==> src/rtl/wheel_encoder_apb.sv <==
// APB3 slave: two x4 quadrature decoders giving 32-bit position and windowed velocity.
// Latency: pin change reaches pos 2 edges after it is sampled; vel updates once per SAMPLE_PERIOD.
// Backpressure: none, PREADY tied high, every transfer completes in setup + access.
module wheel_encoder_apb #(
  parameter int SAMPLE_PERIOD = 100000
) (
  input  logic        PCLK,
  input  logic        PRESERN,
  input  logic        PSEL,
  input  logic        PENABLE,
  input  logic        PWRITE,
  input  logic [31:0] PADDR,
  input  logic [31:0] PWDATA,
  output logic        PREADY,
  output logic        PSLVERR,
  output logic [31:0] PRDATA,
  input  logic        enc1_a,
  input  logic        enc1_b,
  input  logic        enc2_a,
  input  logic        enc2_b,
  output logic        enc_err
);
  localparam int CW = $clog2(SAMPLE_PERIOD);
  localparam logic [CW-1:0] WIN_LAST = CW'(SAMPLE_PERIOD - 1);

  logic [1:0]    pin     [2];
  logic [1:0]    sync1   [2];
  logic [1:0]    sync2   [2];
  logic [1:0]    prev    [2];
  logic [31:0]   pos     [2];
  logic [31:0]   pos_nxt [2];
  logic [31:0]   snap    [2];
  logic [31:0]   vel     [2];
  logic [1:0]    err;
  logic [1:0]    err_nxt;
  logic [1:0]    ill;
  logic [1:0]    pos_clr;
  logic [1:0]    err_w1c;
  logic [CW-1:0] win_cnt;
  logic          win_end;
  logic          wr_en;
  logic [2:0]    idx;
  logic          unused_bits;

  assign pin[0]      = {enc1_a, enc1_b};
  assign pin[1]      = {enc2_a, enc2_b};
  assign idx         = PADDR[4:2];
  assign wr_en       = PSEL & PENABLE & PWRITE;
  assign pos_clr     = (wr_en && idx == 3'd5) ? PWDATA[1:0] : 2'b00;
  assign err_w1c     = (wr_en && idx == 3'd4) ? PWDATA[1:0] : 2'b00;
  assign win_end     = (win_cnt == WIN_LAST);
  assign PREADY      = 1'b1;
  assign PSLVERR     = 1'b0;
  assign unused_bits = ^{PADDR[31:5], PADDR[1:0], PWDATA[31:2]};

  // Forward (A leads) successor of a quadrature state: 00 -> 10 -> 11 -> 01 -> 00
  function automatic logic [1:0] fwd_of(input logic [1:0] s);
    case (s)
      2'b00:   fwd_of = 2'b10;
      2'b10:   fwd_of = 2'b11;
      2'b11:   fwd_of = 2'b01;
      default: fwd_of = 2'b00;
    endcase
  endfunction

  always_comb begin
    ill = 2'b00;
    for (int c = 0; c < 2; c++) begin
      ill[c]     = ((prev[c] ^ sync2[c]) == 2'b11);
      pos_nxt[c] = pos[c];
      if (pos_clr[c])
        pos_nxt[c] = 32'd0;
      else if (sync2[c] == fwd_of(prev[c]))
        pos_nxt[c] = pos[c] + 32'd1;
      else if (prev[c] == fwd_of(sync2[c]))
        pos_nxt[c] = pos[c] - 32'd1;
    end
    // A fresh illegal step outranks a same-cycle clear
    err_nxt = (err & ~err_w1c) | ill;
  end

  always_ff @(posedge PCLK) begin
    if (!PRESERN) begin
      for (int c = 0; c < 2; c++) begin
        sync1[c] <= 2'b00;
        sync2[c] <= 2'b00;
        prev[c]  <= 2'b00;
        pos[c]   <= 32'd0;
        snap[c]  <= 32'd0;
        vel[c]   <= 32'd0;
      end
      err     <= 2'b00;
      enc_err <= 1'b0;
      win_cnt <= '0;
    end else begin
      win_cnt <= win_end ? '0 : win_cnt + 1'b1;
      err     <= err_nxt;
      enc_err <= |err_nxt;
      for (int c = 0; c < 2; c++) begin
        sync1[c] <= pin[c];
        sync2[c] <= sync1[c];
        prev[c]  <= sync2[c];
        pos[c]   <= pos_nxt[c];
        // vel uses the pre-clear snapshot so a clear on the terminal edge reports 0 - snap
        if (win_end) begin
          vel[c]  <= pos_nxt[c] - snap[c];
          snap[c] <= pos_nxt[c];
        end else if (pos_clr[c]) begin
          snap[c] <= 32'd0;
        end
      end
    end
  end

  always_comb begin
    PRDATA = 32'd0;
    if (PSEL) begin
      case (idx)
        3'd0:    PRDATA = pos[0];
        3'd1:    PRDATA = pos[1];
        3'd2:    PRDATA = vel[0];
        3'd3:    PRDATA = vel[1];
        3'd4:    PRDATA = {30'd0, err};
        default: PRDATA = 32'd0;
      endcase
    end
  end
endmodule

==> config.mk <==
export PLATFORM = sky130hd
export DESIGN_NAME = wheel_encoder_apb
export DESIGN_NICKNAME = d
export VERILOG_FILES = /design/src/rtl/wheel_encoder_apb.sv
export SDC_FILE = /design/constraint.sdc
export NUM_CORES = 1
export LEC_CHECK = 0
export ABC_AREA = 1
export BUFFER_PORTS_ARGS = -buffer_cell sky130_fd_sc_hd__buf_2
export CORE_ASPECT_RATIO = 1.1
export CORE_MARGIN = 1.5
export CORE_UTILIZATION = 45
export CTS_CLUSTER_SIZE = 16
export DETAILED_ROUTE_END_ITERATION = 10
export PLACE_DENSITY = 0.63
export SYNTH_ARGS = -nofsm -noshare
export SYNTH_HDL_FRONTEND = slang
export SYNTH_SLANG_ARGS = --single-unit
==> constraint.sdc <==
create_clock -name PCLK -period 4.01 [get_ports PCLK]
set_input_delay 0.802 -clock PCLK [delete_from_list [all_inputs] [get_ports PCLK]]
set_output_delay 0.802 -clock PCLK [all_outputs]
set_load 0.02 [all_outputs]
# After elaboration in Yosys (flattened, before gate mapping)

Memories as Yosys holds them, arrays and structs flattened.
Index checks and enable logic that the tools add are counted.

Flip-flop bits (word level): 20
Bits in latches: 0
RAM bits: 204
ROM bits: 0
Output and inout bits: 35
Memories: 6

Memory list:

| memory | words | width | rd ports | clocked after memory_dff | wr ports | RTL line | source |
|---|---|---|---|---|---|---|---|
| pos    | 2     | 32    | 2        | 0                        | 2        | 30       | `logic [31:0] pos [2];` |
| snap   | 2     | 32    | 2        | 0                        | 2        | 32       | `logic [31:0] snap [2];` |
| vel    | 2     | 32    | 2        | 0                        | 2        | 33       | `logic [31:0] vel [2];` |
| prev   | 2     | 2     | 2        | 0                        | 2        | 29       | `logic [1:0] prev [2];` |
| sync1  | 2     | 2     | 2        | 0                        | 2        | 27       | `logic [1:0] sync1 [2];` |
| sync2  | 2     | 2     | 2        | 0                        | 2        | 28       | `logic [1:0] sync2 [2];` |

Add/subtract/negate cells: 7
$mul: 0
Div/mod/pow operators: 0
$lt $le $gt $ge: 0
Eq/ne operators: 20
Shifts and indexed selects: 0
Multiplexer cells: 47
Bitwise operators: 22
Reductions and logical operators: 9

Operators with widths:

| cell                    | count |
|---|---|
| $mux W32                | 15 |
| $pmux W32 S5            | 1 |
| $add A32 B1 Y32 const B | 2 |
| $sub A32 B1 Y32 const B | 2 |
| $sub A32 B32 Y32        | 2 |
| $mux W2                 | 14 |
| $pmux W2 S3             | 4 |
| $eq A2 B2 Y1 const B    | 10 |
| $add A17 B1 Y17 const B | 1 |
| $eq A17 B17 Y1 const B  | 1 |
| $or A1 B1 Y1            | 14 |
| $mux W1                 | 13 |
| $eq A2 B2 Y1            | 4 |
| $logic_not A2 Y1        | 4 |
| $eq A3 B2 Y1 const B    | 2 |
| $eq A3 B3 Y1 const B    | 2 |
| $reduce_or A2 Y1        | 2 |
| $xor A2 B2 Y2           | 2 |
| $eq A3 B1 Y1 const B    | 1 |
| $logic_not A3 Y1        | 1 |
| $and A1 B1 Y1           | 2 |
| $and A2 B2 Y2           | 1 |
| $logic_and A1 B1 Y1     | 2 |
| $not A2 Y2              | 1 |
| other kinds (2)         | 2 |

# Logic depth before layout (Yosys ltp)

Depth after elaboration: 14
Depth in mapped cells: 25
Mapped depth without buffers: 25

# Least setup slack after synthesis

Ideal clock, no wire load.

Kind: input-to-reg
Start: in PADDR[4]
End: mem vel[0][30] (data pin)
Setup time: 255 ps
Data arrival time: 3451 ps
Data required time: 3755 ps
Setup slack: 305 ps
Cell stages on the path: 19
Path through: inv_2 nor2_1 nand3_1 nor2_2 inv_1 clkbuf_1 nand3_1 ha_1 fa_1 inv_1 nand2_1 a21oi_1 a21oi_1 o21ai_0 nand2_1 nand2_1 nand3_1 a21oi_1 nor2_1

RTL lines:

| item        | RTL line | source |
|---|---|---|
| from (decl) | 12       | `input logic [31:0] PADDR,` |
| to (decl)   | 33       |  |

==> reports/qor.yml <==
setup_path:
  crit_required_ps: 4390
  endpoint_kind: "flop"
  reg2reg_from: "pos[0][37]"
  cp-start-kind: "flop"
  slowest_delay_ps: 390
  worstPathArrival_ps: 4180
  crit_type: "flop to flop"
  regToRegSetupSlack_ps: 210
  cp_common_cell: "nor2_1"
  slowest_stage: "ha_1"
  crit_chain: "nor2_1 > nand2_1 > nor2_1 > nand3_1 > nor2_1 > inv_1 > o21ai_1 > nand2_1 > nand3_1 > inv_1 > ha_1 > a21oi_1 > o21ai_0 > nor2_1 > o21ai_0 > a31oi_1 > nor2_1 > nor2_1"
  cp_max_fo: 7
  crit_start: "pos[0][37]"
synthesis:
  ys_warn_count: 0
  ys_seq_area_share_pct: 34.9
  ys_ff_latch: 224
  yosys.area.top_type: "edfxtp_1"
  synth-edff-count: 96
  synthCells: 2335
  yosysTopAreaCellShare_pct: 18.5
  synth_area_leaders: "edfxtp_1 18%, dfxtp_1 16%, nand2_1 12%, inv_1 8.8%, nor2_1 8.3%"
  yosys.cell_types.count: 55
  synth_common_cells: "509 x nand2_1, 365 x inv_1, 345 x nor2_1, 161 x a21oi_1, 142 x nand3_1"
  syn-num-nets: 2477
  avgSynthCellArea_um2: 6.69
  ys.flop_type: "dfxtp_1"
  syn_area_um2: 15600
  synth-async-reset-ratio_pct: 0
  yosysMostFrequentCell: "nand2_1"
drt:
  wl_um: 49400
  drc: 0
  viasPerCell: 5.51
  drt_iter0_drc: 1273
  wl_per_cell_um: 17.3
  vias: 15700
  final_antenna_net_count: 0
  dr.pass1.iters: 6
clock_network:
  cts_tree: "done"
  cts_made_buffers: 28
  cts_root_buf: "clkbuf_16"
  ctsHoldBuffers: 0
  clock_path_buffers: 3
  cts.sinks: 224
  clk_latency_ps: 570
  clk_pin_slew_ps: 60
  ctsHtreeMaxLevel: 1
global_route:
  overflow: 0
  grt_pass1_vias: 14300
  grt_pass1_wl_um: 77600
  grt_max_degree: 82
  antenna_found_initial: 0
  grt_usage_pct: 27.5
sta:
  max_freq_mhz: 263
  slew_headroom_pct: 36.9
  setup_viol: 0
  hold_violations: 0
  finalCriticalPeriod_ps: 3800
  fin_worst_skew_ps: 23.5
  setup_slack_ps: 214
  fin_crit_sh_pct: 94.7
  worst_pin_slew_ps: 947
  maxSlewViolCount: 0
  rsz0062_at_grt: "true"
run:
  maxCapViolations: 0
floorplan:
  top_level_ports: 108
  coreArea_um2: 34200
  start_util_pct: 45.7
  chipHeight_um: 198
  rows: 71
  fp.dieW_um: 181
  die-area_um2: 35800
status:
  status: "completed"
cells_and_area:
  fin_area_um2: 17500
  syn_to_final_growth_pct: 12.4
  nNetsFinal: 2535
  drive_above_1_share_pct: 9.15
  diodes: 0
placement:
  pre_cts_slack_ps: 85.8
  port_buffers: 46
  routabilityCongestion: 0.972
  post-dp-hpwl_um: 37600
  postPlaceCellArea_um2: 16500
pwr:
  leakagePower_nw: 8.27
  p_per_area_nw_per_um2: 447
  max-vdd-ir-drop_mv: 0.315
  p_total_w: 0.00785
hold_path:
  hold_class: "flop to flop"
  hold_start: "sync1[0][3]"
==> cells in the final DEF, fill, tap and decap left out, types with 28 or more instances in the layout <==
cell type	instances
a21oi_1	155
a221oi_1	28
buf_2	46
buf_4	44
clkbuf_16	31
dfxtp_1	128
edfxtp_1	96
ha_1	67
inv_1	364
nand2_1	506
nand3_1	142
nand4_1	43
nor2_1	340
nor3_1	51
o21ai_0	113
o22ai_1	31
==> final timing paths <==
path | to | depth (start not counted)
hold / removal | sync2[0][3] | 2
hold reg to reg | sync2[0][3] | 2
setup reg to reg | vel[0][58] | 18
setup / recovery | vel[0][58] | 18
==> final cells by class <==
| type | count | area [µm²] |
|---|---|---|
| Clock buffer | 43 | 881 |
| Fill cell | 3540 | 16700 |
| Inverter | 372 | 1400 |
| Multi-Input combinational cell | 1674 | 8540 |
| Sequential cell | 224 | 5450 |
| Tap cell | 438 | 548 |
| Timing Repair Buffer | 93 | 621 |
| Clock inverter | 9 | 116 |
==> power breakdown <==
group | total (W) | internal, W | switching (W)
clock | 0.00274 | 0.00169 | 0.00105
sequential | 0.00259 | 0.00248 | 0.000101
combinational | 0.00253 | 0.000795 | 0.00173
total | 0.00785 | 0.00497 | 0.00288
==> flip-flops by register name (all words and copies together), names as in the netlist <==
signal and cells:
enc_err 1, err 2, pos 64, prev 4, snap 64, sync1 4, sync2 4, vel 64
win_cnt 17
==> timing repair <==
action,CTS,global route
gates resized for setup,0,22
setup buffers,0,0
endpoints found under the setup margin,0,17
==> metrics by stage <==
| step | std cells | TNS [ps] | util, % | hold WS, ps |
|---|---|---|---|---|
| finish | 2853 | 0 | 51.3 | 414 |
| global route | 2853 | -17.8 | 51.3 | 440 |
| CTS | 2853 | 0 | 51.1 | 412 |
| detailed placement | 2801 | 0 | 48.2 | 401 |
| global placement | 2801 | 0 | 48.2 | 407 |
| floorplan | 2335 | 0 | - | 390 |
==> per-layer routing <==
metal | GRT usage (%) | wire, µm
met5 | 0 | 0
met4 | 12.1 | 2100
met3 | 2.86 | 3000
met2 | 44.0 | 21800
met1 | 37.7 | 22600
==> critical path: cells and delay by family, from the launching register on <==
| family | cells | cell delay (ps) |
|---|---|---|
| and+or+nand+nor | 10 | 1500 |
| AOI/OAI and AO/OA | 5 | 1130 |
| adders and majority gates | 1 | 390 |
| DFF | 1 | 380 |
| buffers and inverters | 2 | 200 |
==> cell families (layout without fill, tap and decap cells) <==
group	after synthesis	after routing	share of synthesized area, %
AND/OR/NAND/NOR	1180	1180	32.7
buffers and inverters	437	517	11.0
AO/OA/AOI/OAI	414	414	15.3
flip-flops	224	224	34.9
adder cells (fa/ha/maj)	69	69	5.62
XOR/XNOR	9	9	0.505
other	2	2	0.0481
(Power assumes the default switching activity.)
